==> config.mk <==
export PLATFORM = sky130hd
export DESIGN_NAME = lsu_mem_stage
export DESIGN_NICKNAME = d
export VERILOG_FILES = /design/src/rtl/lsu_mem_stage_pkg.sv /design/src/rtl/lsu_mem_stage_align.sv /design/src/rtl/lsu_mem_stage.sv
export SDC_FILE = /design/constraint.sdc
export NUM_CORES = 1
export LEC_CHECK = 0
export ABC_AREA = 0
export CAP_MARGIN = 30
export CELL_PAD_IN_SITES_DETAIL_PLACEMENT = 1
export CELL_PAD_IN_SITES_GLOBAL_PLACEMENT = 2
export CORE_ASPECT_RATIO = 1.2
export CORE_MARGIN = 1.5
export CORE_UTILIZATION = 30
export CTS_BUF_LIST = sky130_fd_sc_hd__clkbuf_4 sky130_fd_sc_hd__clkbuf_8
export CTS_CLUSTER_SIZE = 8
export DETAILED_ROUTE_END_ITERATION = 8
export MAX_ROUTING_LAYER = met4
export PLACE_DENSITY_LB_ADDON = 0.1
export SETUP_SLACK_MARGIN = 0.4
export SYNTH_ARGS = -nofsm -noshare
export SYNTH_HDL_FRONTEND = slang
export SYNTH_SLANG_ARGS = --single-unit
==> constraint.sdc <==
create_clock -name clk -period 5.6 [get_ports clk]
set_input_delay 1.12 -clock clk [delete_from_list [all_inputs] [get_ports clk]]
set_output_delay 1.12 -clock clk [all_outputs]
set_load 0.01 [all_outputs]
==> src/rtl/lsu_mem_stage_pkg.sv <==
// Shared types, defaults and request decode for the memory-stage load/store unit.
package lsu_mem_stage_pkg;

    localparam int XLEN_DEF  = 32;
    localparam int LINES_DEF = 256;

    typedef enum logic [1:0] {
        IDLE,
        LD_DATA,
        ST_MERGE,
        RESP
    } lsu_state_e;

    typedef enum logic [1:0] {
        MEM_B = 2'b00,
        MEM_H = 2'b01,
        MEM_W = 2'b10
    } mem_size_e;

    function automatic logic mem_signed(input logic [2:0] funct3);
        return ~funct3[2];
    endfunction

    // Illegal encodings, load+store together, or a half/word not on its natural boundary.
    function automatic logic req_fault(input logic       ld,
                                       input logic       st,
                                       input logic [2:0] funct3,
                                       input logic [1:0] addr_lo);
        logic illegal;
        logic misaligned;
        illegal    = (ld & st)
                   | (ld & ((funct3 == 3'b011) | (funct3[2] & funct3[1])))
                   | (st & (funct3[2] | (funct3[1] & funct3[0])));
        misaligned = (ld | st)
                   & (((funct3[1:0] == MEM_H) & addr_lo[0])
                   |  ((funct3[1:0] == MEM_W) & (addr_lo != 2'b00)));
        return illegal | misaligned;
    endfunction

endpackage

==> src/rtl/lsu_mem_stage_align.sv <==
// Lane handling for sub-word accesses: load extract/extend and store read-modify-write merge.
module lsu_mem_stage_align
    import lsu_mem_stage_pkg::*;
#(
    parameter int XLEN = XLEN_DEF
) (
    input  logic [XLEN-1:0] word,
    input  logic [1:0]      addr_lo,
    input  logic [2:0]      funct3,
    input  logic [XLEN-1:0] wdata,
    output logic [XLEN-1:0] ext_data,
    output logic [XLEN-1:0] merged_word
);

    logic [4:0]      shamt;
    logic [XLEN-1:0] shifted;
    logic [XLEN-1:0] lane_mask;
    logic            sgn;

    assign shamt   = {addr_lo, 3'b000};
    assign shifted = word >> shamt;
    assign sgn     = mem_signed(funct3);

    always_comb begin
        ext_data  = word;
        lane_mask = '1;
        case (funct3[1:0])
            MEM_B: begin
                ext_data  = {{(XLEN-8){sgn & shifted[7]}}, shifted[7:0]};
                lane_mask = XLEN'(8'hFF) << shamt;
            end
            MEM_H: begin
                ext_data  = {{(XLEN-16){sgn & shifted[15]}}, shifted[15:0]};
                lane_mask = XLEN'(16'hFFFF) << shamt;
            end
            default: begin
                ext_data  = word;
                lane_mask = '1;
            end
        endcase
    end

    assign merged_word = (word & ~lane_mask) | ((wdata << shamt) & lane_mask);

endmodule

==> src/rtl/lsu_mem_stage.sv <==
// Memory-stage LSU: one request per handshake, registered-read dram, sub-word stores as RMW.
module lsu_mem_stage
    import lsu_mem_stage_pkg::*;
#(
    parameter int XLEN  = XLEN_DEF,
    parameter int LINES = LINES_DEF
) (
    input  logic            clk,
    input  logic            rst,
    input  logic            req_valid,
    output logic            req_ready,
    input  logic            req_load,
    input  logic            req_store,
    input  logic [2:0]      req_funct3,
    input  logic [XLEN-1:0] req_addr,
    input  logic [XLEN-1:0] req_wdata,
    input  logic [4:0]      req_rd,
    output logic            resp_valid,
    input  logic            resp_ready,
    output logic [XLEN-1:0] resp_data,
    output logic [4:0]      resp_rd,
    output logic            resp_fault,
    output logic [XLEN-1:0] dram_addr,
    output logic            dram_load,
    output logic            dram_store,
    output logic [XLEN-1:0] dram_wdata,
    input  logic [XLEN-1:0] dram_rdata
);

    localparam int IDXW = (LINES > 1) ? $clog2(LINES) : 1;

    if (XLEN != 32) begin : g_xlen_chk
        $error("lsu_mem_stage: XLEN must be 32");
    end

    lsu_state_e      state_q, state_d;
    logic [1:0]      addr_lo_q, addr_lo_d;
    logic [IDXW-1:0] idx_q, idx_d;
    logic [XLEN-1:0] wdata_q, wdata_d;
    logic [2:0]      funct3_q, funct3_d;
    logic [4:0]      rd_q, rd_d;
    logic [XLEN-1:0] resp_data_q, resp_data_d;
    logic            resp_fault_q, resp_fault_d;

    logic            accept;
    logic            fault_in;
    logic [IDXW-1:0] dram_idx;
    logic [XLEN-1:0] ext_data;
    logic [XLEN-1:0] merged_word;
    logic            addr_unused;

    assign addr_unused = ^req_addr;

    assign req_ready  = (state_q == IDLE);
    assign resp_valid = (state_q == RESP);
    assign resp_data  = resp_data_q;
    assign resp_rd    = rd_q;
    assign resp_fault = resp_fault_q;

    assign accept   = req_valid & req_ready;
    assign fault_in = req_fault(req_load, req_store, req_funct3, req_addr[1:0]);

    lsu_mem_stage_align #(.XLEN(XLEN)) u_align (
        .word        (dram_rdata),
        .addr_lo     (addr_lo_q),
        .funct3      (funct3_q),
        .wdata       (wdata_q),
        .ext_data    (ext_data),
        .merged_word (merged_word)
    );

    always_ff @(posedge clk or negedge rst) begin
        if (!rst) begin
            state_q      <= IDLE;
            addr_lo_q    <= '0;
            idx_q        <= '0;
            wdata_q      <= '0;
            funct3_q     <= '0;
            rd_q         <= '0;
            resp_data_q  <= '0;
            resp_fault_q <= 1'b0;
        end else begin
            state_q      <= state_d;
            addr_lo_q    <= addr_lo_d;
            idx_q        <= idx_d;
            wdata_q      <= wdata_d;
            funct3_q     <= funct3_d;
            rd_q         <= rd_d;
            resp_data_q  <= resp_data_d;
            resp_fault_q <= resp_fault_d;
        end
    end

    always_comb begin
        state_d      = state_q;
        addr_lo_d    = addr_lo_q;
        idx_d        = idx_q;
        wdata_d      = wdata_q;
        funct3_d     = funct3_q;
        rd_d         = rd_q;
        resp_data_d  = resp_data_q;
        resp_fault_d = resp_fault_q;
        dram_load    = 1'b0;
        dram_store   = 1'b0;
        dram_wdata   = '0;
        dram_idx     = idx_q;

        case (state_q)
            IDLE: begin
                dram_idx = req_addr[2 +: IDXW];
                if (accept) begin
                    addr_lo_d    = req_addr[1:0];
                    idx_d        = req_addr[2 +: IDXW];
                    wdata_d      = req_wdata;
                    funct3_d     = req_funct3;
                    rd_d         = req_rd;
                    resp_fault_d = fault_in;
                    resp_data_d  = '0;
                    if (fault_in) begin
                        state_d = RESP;
                    end else if (req_load) begin
                        dram_load = 1'b1;
                        state_d   = LD_DATA;
                    end else if (req_store) begin
                        if (req_funct3[1:0] == MEM_W) begin
                            dram_store = 1'b1;
                            dram_wdata = req_wdata;
                            state_d    = RESP;
                        end else begin
                            // Sub-word store: fetch the word first, merge next cycle.
                            dram_load = 1'b1;
                            state_d   = ST_MERGE;
                        end
                    end else begin
                        resp_data_d = req_wdata;
                        state_d     = RESP;
                    end
                end
            end
            LD_DATA: begin
                resp_data_d = ext_data;
                state_d     = RESP;
            end
            ST_MERGE: begin
                dram_store = 1'b1;
                dram_wdata = merged_word;
                state_d    = RESP;
            end
            RESP: begin
                if (resp_ready) state_d = IDLE;
            end
            default: state_d = IDLE;
        endcase
    end

    always_comb begin
        dram_addr = '0;
        dram_addr[IDXW-1:0] = dram_idx;
    end

endmodule

# Word-level counts from Yosys, hierarchy flattened
# Cells that the tools add are included.
# op_classes
eq_ne,9
n_reduce_logical,8
shift,4
bitwise,23
muxes,33
# op_table
cell,count
32-bit two-way mux,9
32-bit one-hot mux with 2 select lines,4
32-bit bitwise AND,2
32-bit NOT,1
32-bit OR,1
"16-bit by 5-bit << shifter with 32-bit output, first input constant",1
32-bit by 5-bit << shifter with 32-bit output,1
"8-bit by 5-bit << shifter with 32-bit output, first input constant",1
32-bit by 5-bit >> shifter with 16-bit output,1
1-bit two-way mux,12
1-bit bitwise AND,11
2-bit two-way mux,5
8-bit two-way mux,1
1-bit OR,7
"2-bit by 1-bit == test with 1-bit output, second input constant",3
"2-bit == test, second input constant",3
2-bit one-hot mux with 3 select lines,1
2-bit AND reduction,3
2-bit zero test,2
"2-bit by 1-bit != test with 1-bit output, second input constant",2
2-bit nonzero test,2
"3-bit by 2-bit == test with 1-bit output, second input constant",1
1-bit one-hot mux with 2 select lines,1
2-bit OR reduction,1
1-bit NOT,1
# totals
regBits,85
out_inout_bits,106
elab_cells,85
input_bits,110

# Longest topological paths before layout
# Gate-level depths: netlist (run 1).
# logic_depth
ltp_word,9
mapped_depth,9

# Modules after synthesis
# From an unflattened synthesis (run 1), not the netlist that was laid out.
# unflattened
cells_unflattened,624
hier_area_um2,5831.8
# modules_own_cells
module,area_per_inst_um2,instances,cells_each,seq_area_each_um2
lsu_mem_stage,4164.0,1,362,2127.0
lsu_mem_stage_align,1667.8,1,262,0.0

# Least setup slack after synthesis (run 1)
# Ideal clock, no wire load.
# synth_timing
path_kind,input to output
start,input req_load
end,output dram_wdata[10]
arrival_ns,2.201
cell_stages,6
slack_ns,2.279
path_cell_list,clkbuf_1 nor3b_2 o2111ai_2 nor2_4 buf_2 a22o_1
# synth_via
elab_chain_cells,7
# synth_rtl
element,line,source
start: declaration,lsu_mem_stage.sv:12,"input logic req_load,"
"1-bit bitwise AND, on equally long branches","lsu_mem_stage_pkg.sv:31, lsu_mem_stage_pkg.sv:32",
1-bit OR,lsu_mem_stage_pkg.sv:32,| (ld & ((funct3 == 3'b011) | (funct3[2] & funct3[1])))
1-bit OR,lsu_mem_stage_pkg.sv:33,| (st & (funct3[2] | (funct3[1] & funct3[0])));
1-bit OR,lsu_mem_stage_pkg.sv:37,return illegal | misaligned;
32-bit two-way mux *,lsu_mem_stage.sv:119,if (fault_in) begin
32-bit two-way mux *,lsu_mem_stage.sv:111,if (accept) begin
32-bit one-hot mux with 2 select lines *,lsu_mem_stage.sv:108,case (state_q)
end: declaration,lsu_mem_stage.sv:26,"output logic [XLEN-1:0] dram_wdata,"
# Every way passes the cells marked *; elsewhere a longest branch is shown, timed or not.

# Worst setup path in the final report (run 1)
# layout_timing
start,input req_store
end,output dram_wdata[18]
# layout_via
elab_chain_cells,7
# layout_rtl
element,line,source
start: declaration,lsu_mem_stage.sv:13,"input logic req_store,"
1-bit bitwise AND,lsu_mem_stage_pkg.sv:31,illegal = (ld & st)
1-bit OR,lsu_mem_stage_pkg.sv:32,
1-bit OR,lsu_mem_stage_pkg.sv:33,
1-bit OR,lsu_mem_stage_pkg.sv:37,
32-bit two-way mux *,lsu_mem_stage.sv:119,
32-bit two-way mux *,lsu_mem_stage.sv:111,
32-bit one-hot mux with 2 select lines *,lsu_mem_stage.sv:108,
# Marked as above.

==> results of run 1 <==
stage by stage:
stage               std cells  cell area [sq um]  hold WS [ps]  util (%)
floorplan                 592               5860           473         -
global placement          953               7520           476      39.9
detailed placement        954               7550           477      40.1
CTS                       970               7790           496      41.3
global route              970               7790           521      41.3
finish                    971               7800           487      41.4
worst max-delay path by stage:
stage / startpoint / endpoint
after floorplan: req_load / dram_wdata[10]
after global placement: req_store / dram_wdata[15]
after detailed placement: req_store / dram_wdata[18]
after CTS: req_store / dram_wdata[18]
after global routing: req_store / dram_wdata[18]
final: req_store / dram_wdata[18]
metal layers:
layer / up-vias / share of wire, % / GRT usage, %
met1: 2646 / 40 / 26.5
met4: 0 / 2.5 / 8.62
met3: 33 / 5.2 / 4.13
met5: - / 0 / -
li1: 2375 / - / -
met2: 161 / 52 / 40.1
area by class of cell:
type                    instances  area [sq um]  share of cell area, %
flip-flops and latches         85          2130                   27.3
clock inverters                 6           111                   1.43
repair buffers                180          1800                   23.1
multi-input cells             429          3280                   42.1
clock buffers                  10           131                   1.68
well taps                     256           320                   4.11
diodes                          1          2.50                 0.0321
inverters                       4          15.0                  0.193
worst max-delay path, cell delays in order:
cell             delay (ps)
clkdlybuf4s50_1         650
nor3b_2                 240
o2111ai_2               180
nor2_4                  490
buf_12                  240
a22o_1                  170
clkdlybuf4s50_1         570
registers in the layout, summed over array words and instances (netlist names):
register,count
idx_q,8
resp_rd,5
addr_lo_q,2
state_q,2
resp_data,32
resp_fault,1
funct3_q,3
wdata_q,32
logic make-up after synthesis:
| logic type | count (synthesis) | share of synthesized area (%) |
|---|---|---|
| AOI/OAI and AO/OA | 211 | 26.0 |
| DFF | 85 | 36.8 |
| buffers and inverters | 78 | 7.86 |
| adders and majority gates | 4 | 0.866 |
| other | 1 | 0.0649 |
| and+or+nand+nor | 86 | 8.43 |
| muxes | 104 | 20.0 |
cells in the final DEF, fill, tap and decap left out, types with 16 or more instances in the layout:
cell               n
conb_1            24
o22ai_1           17
a22o_1            24
a21oi_1           49
a211oi_1          16
nand2_1           21
nor2b_1           17
mux2i_1           25
o21ai_0           26
mux2_2            77
dfrtp_1           83
a21o_1            18
clkdlybuf4s50_1  168
where the power goes:
part	total (mW)	switching [mW]	internal, mW
clock network	0.548	0.246	0.301
registers	1.24	0.330	0.911
logic	2.73	1.35	1.38
total	4.52	1.93	2.59
==> impl_results.md, run 1 <==
* Status: completed
* FILL cells at between 2,000 and 2,500
* Clock-pin slew on the worst setup and hold paths at approximately 80 ps
* Htree depth at 3
* Dominant cells by area after synthesis: dfrtp_1, mux2_2, mux2i_1
* Seq/Total Area, Yosys at between 30% and 40%
* DP Wirelength at 16,100 microns
* Core Area at between 15,000 and 20,000 sq um
* Hold Fails Final Rpt at 0
* Vias after detailed routing at roughly 5,200
* Rows at 55
* Hold path startpoint: resp_data[15]$_DFFE_PN0P_
* CTS Sinks at 85
* Pin count of the biggest net entering global routing at 55
* Nets at around 820
* Max-slew headroom at between 30 and 40%
* Crit path arrival time at around 3700 ps
* Final slew viol count at 0
* Drt wl/cell at about 23 microns
* Mapped Cells at about 570
* Hold WC Path Type: flip-flop to flip-flop
* Port bufs at 169
* Vias in the first global route at roughly 5,700
* Pre-CTS WS at 827 ps
* Yosys top cell area share at a little under two fifths
* Dominant synthesized flop cell: dfrtp_1
* Async SR Flop Fraction at 100%
* Initial antenna violation count at 0
* Worst reg2reg endpoint: resp_data[13]$_DFFE_PN0P_
* Pwr per Cell Area at around 580 nW/um^2
* Unrepaired setup endpoints after global routing: false
* Count leader, synth: dfrtp_1
* Largest fanout on the critical path at 18
* Max Fclk at around 210 MHz
* Clock buffer depth at 2
* Fraction of layout instances using a drive strength above 1 at between 10% and 20%
* Mapped Area at between 5000 and 6000 sq um
* Area growth syn-to-layout at 35.0%
* Worst Hold End: resp_data[15]$_DFFE_PN0P_
* Initial DRC Count at between 150 and 200
* Clock Skew at between 10 and 15 ps
* Synth Area per Inst at about 10 sq um
* I/O Pins at about 220
* Worst Reg-to-Reg Cells at 7
* CP Launch Type: input port
* Synth unique cells at between 50 and 60
* WHS Path Cells at 2
* Synthesis warning total at 0
* Setup TNS at 0 ps
* Crit path required time at ~4500 ps
* EDFF count, synth at 0
* Post-synth top cells: dfrtp_1, mux2_2, a21oi_1
* Slack of the critical path at roughly 800 ps
* Least-Margin Pin Slew at around 1000 ps
* Worst skew pair latency at a little under 400 ps
* Setup repair bufs after CTS at 0
* Pwr Total at 4.52 mW
* Die Height at 155 microns
* CTS tree: yes
* Largest area contributor in the netlist: dfrtp_1
* Lkg Pwr at 3.14 nW
* Placer Congestion at between 0.8 and 0.9
* Total global-route track usage at a little under a quarter
* Clock root cell: clkbuf_8
* Vias per cell at 5.37
* PostCTS Resize Cnt at 0
* Max Cap Viol at 0
* GRT Residual Overflow at 0
* Final setup vio count at 0
* Tcrit/Tclk final at between 80% and 90%
* ANT nets after route at 0
* Die Width at 130 microns
* Pre-antenna DRT Iters at 4
* Final wirelength at 22,100 microns
* Minimum clock period after layout at about 4800 ps
* Die footprint at just over 20,000 sq um
* Reg-to-reg slack, setup at about 2800 ps
* First-pass GRT wire length at 33,700 microns
* CTS Buf Count at 9
* Synthesis-stage register bit count at between 80 and 90
* Drc violations at 0
* CP endpoint kind: output pin
* Hold bufs inserted after CTS at 0
* Worst setup path class: input port to output pin
* Initial Utilization at just over 30%
* Worst vdd ir at 0.259 mV
* Worst R2R Start: state_q[1]$_DFFE_PN0P_
No activity file was read; power rests on OpenSTA's default activity.
==> run 2, diff against run 1 <==
--- a/config.mk
+++ b/config.mk
@@ -18,6 +18,7 @@
 export MAX_ROUTING_LAYER = met4
 export PLACE_DENSITY_LB_ADDON = 0.1
 export SETUP_SLACK_MARGIN = 0.4
+export SKIP_LAST_GASP = 1
 export SYNTH_ARGS = -nofsm -noshare
 export SYNTH_HDL_FRONTEND = slang
 export SYNTH_SLANG_ARGS = --single-unit
==> results of run 2 <==
No change in the layout: final DEF, timing and power equal those of run 1.
==> run 3, diff against run 2 <==
--- a/config.mk
+++ b/config.mk
@@ -15,6 +15,7 @@
 export CTS_BUF_LIST = sky130_fd_sc_hd__clkbuf_4 sky130_fd_sc_hd__clkbuf_8
 export CTS_CLUSTER_SIZE = 8
 export DETAILED_ROUTE_END_ITERATION = 8
+export HOLD_SLACK_MARGIN = 0.02
 export MAX_ROUTING_LAYER = met4
 export PLACE_DENSITY_LB_ADDON = 0.1
 export SETUP_SLACK_MARGIN = 0.4
==> results of run 3 <==
No change in the layout: final DEF, timing and power equal those of run 1.
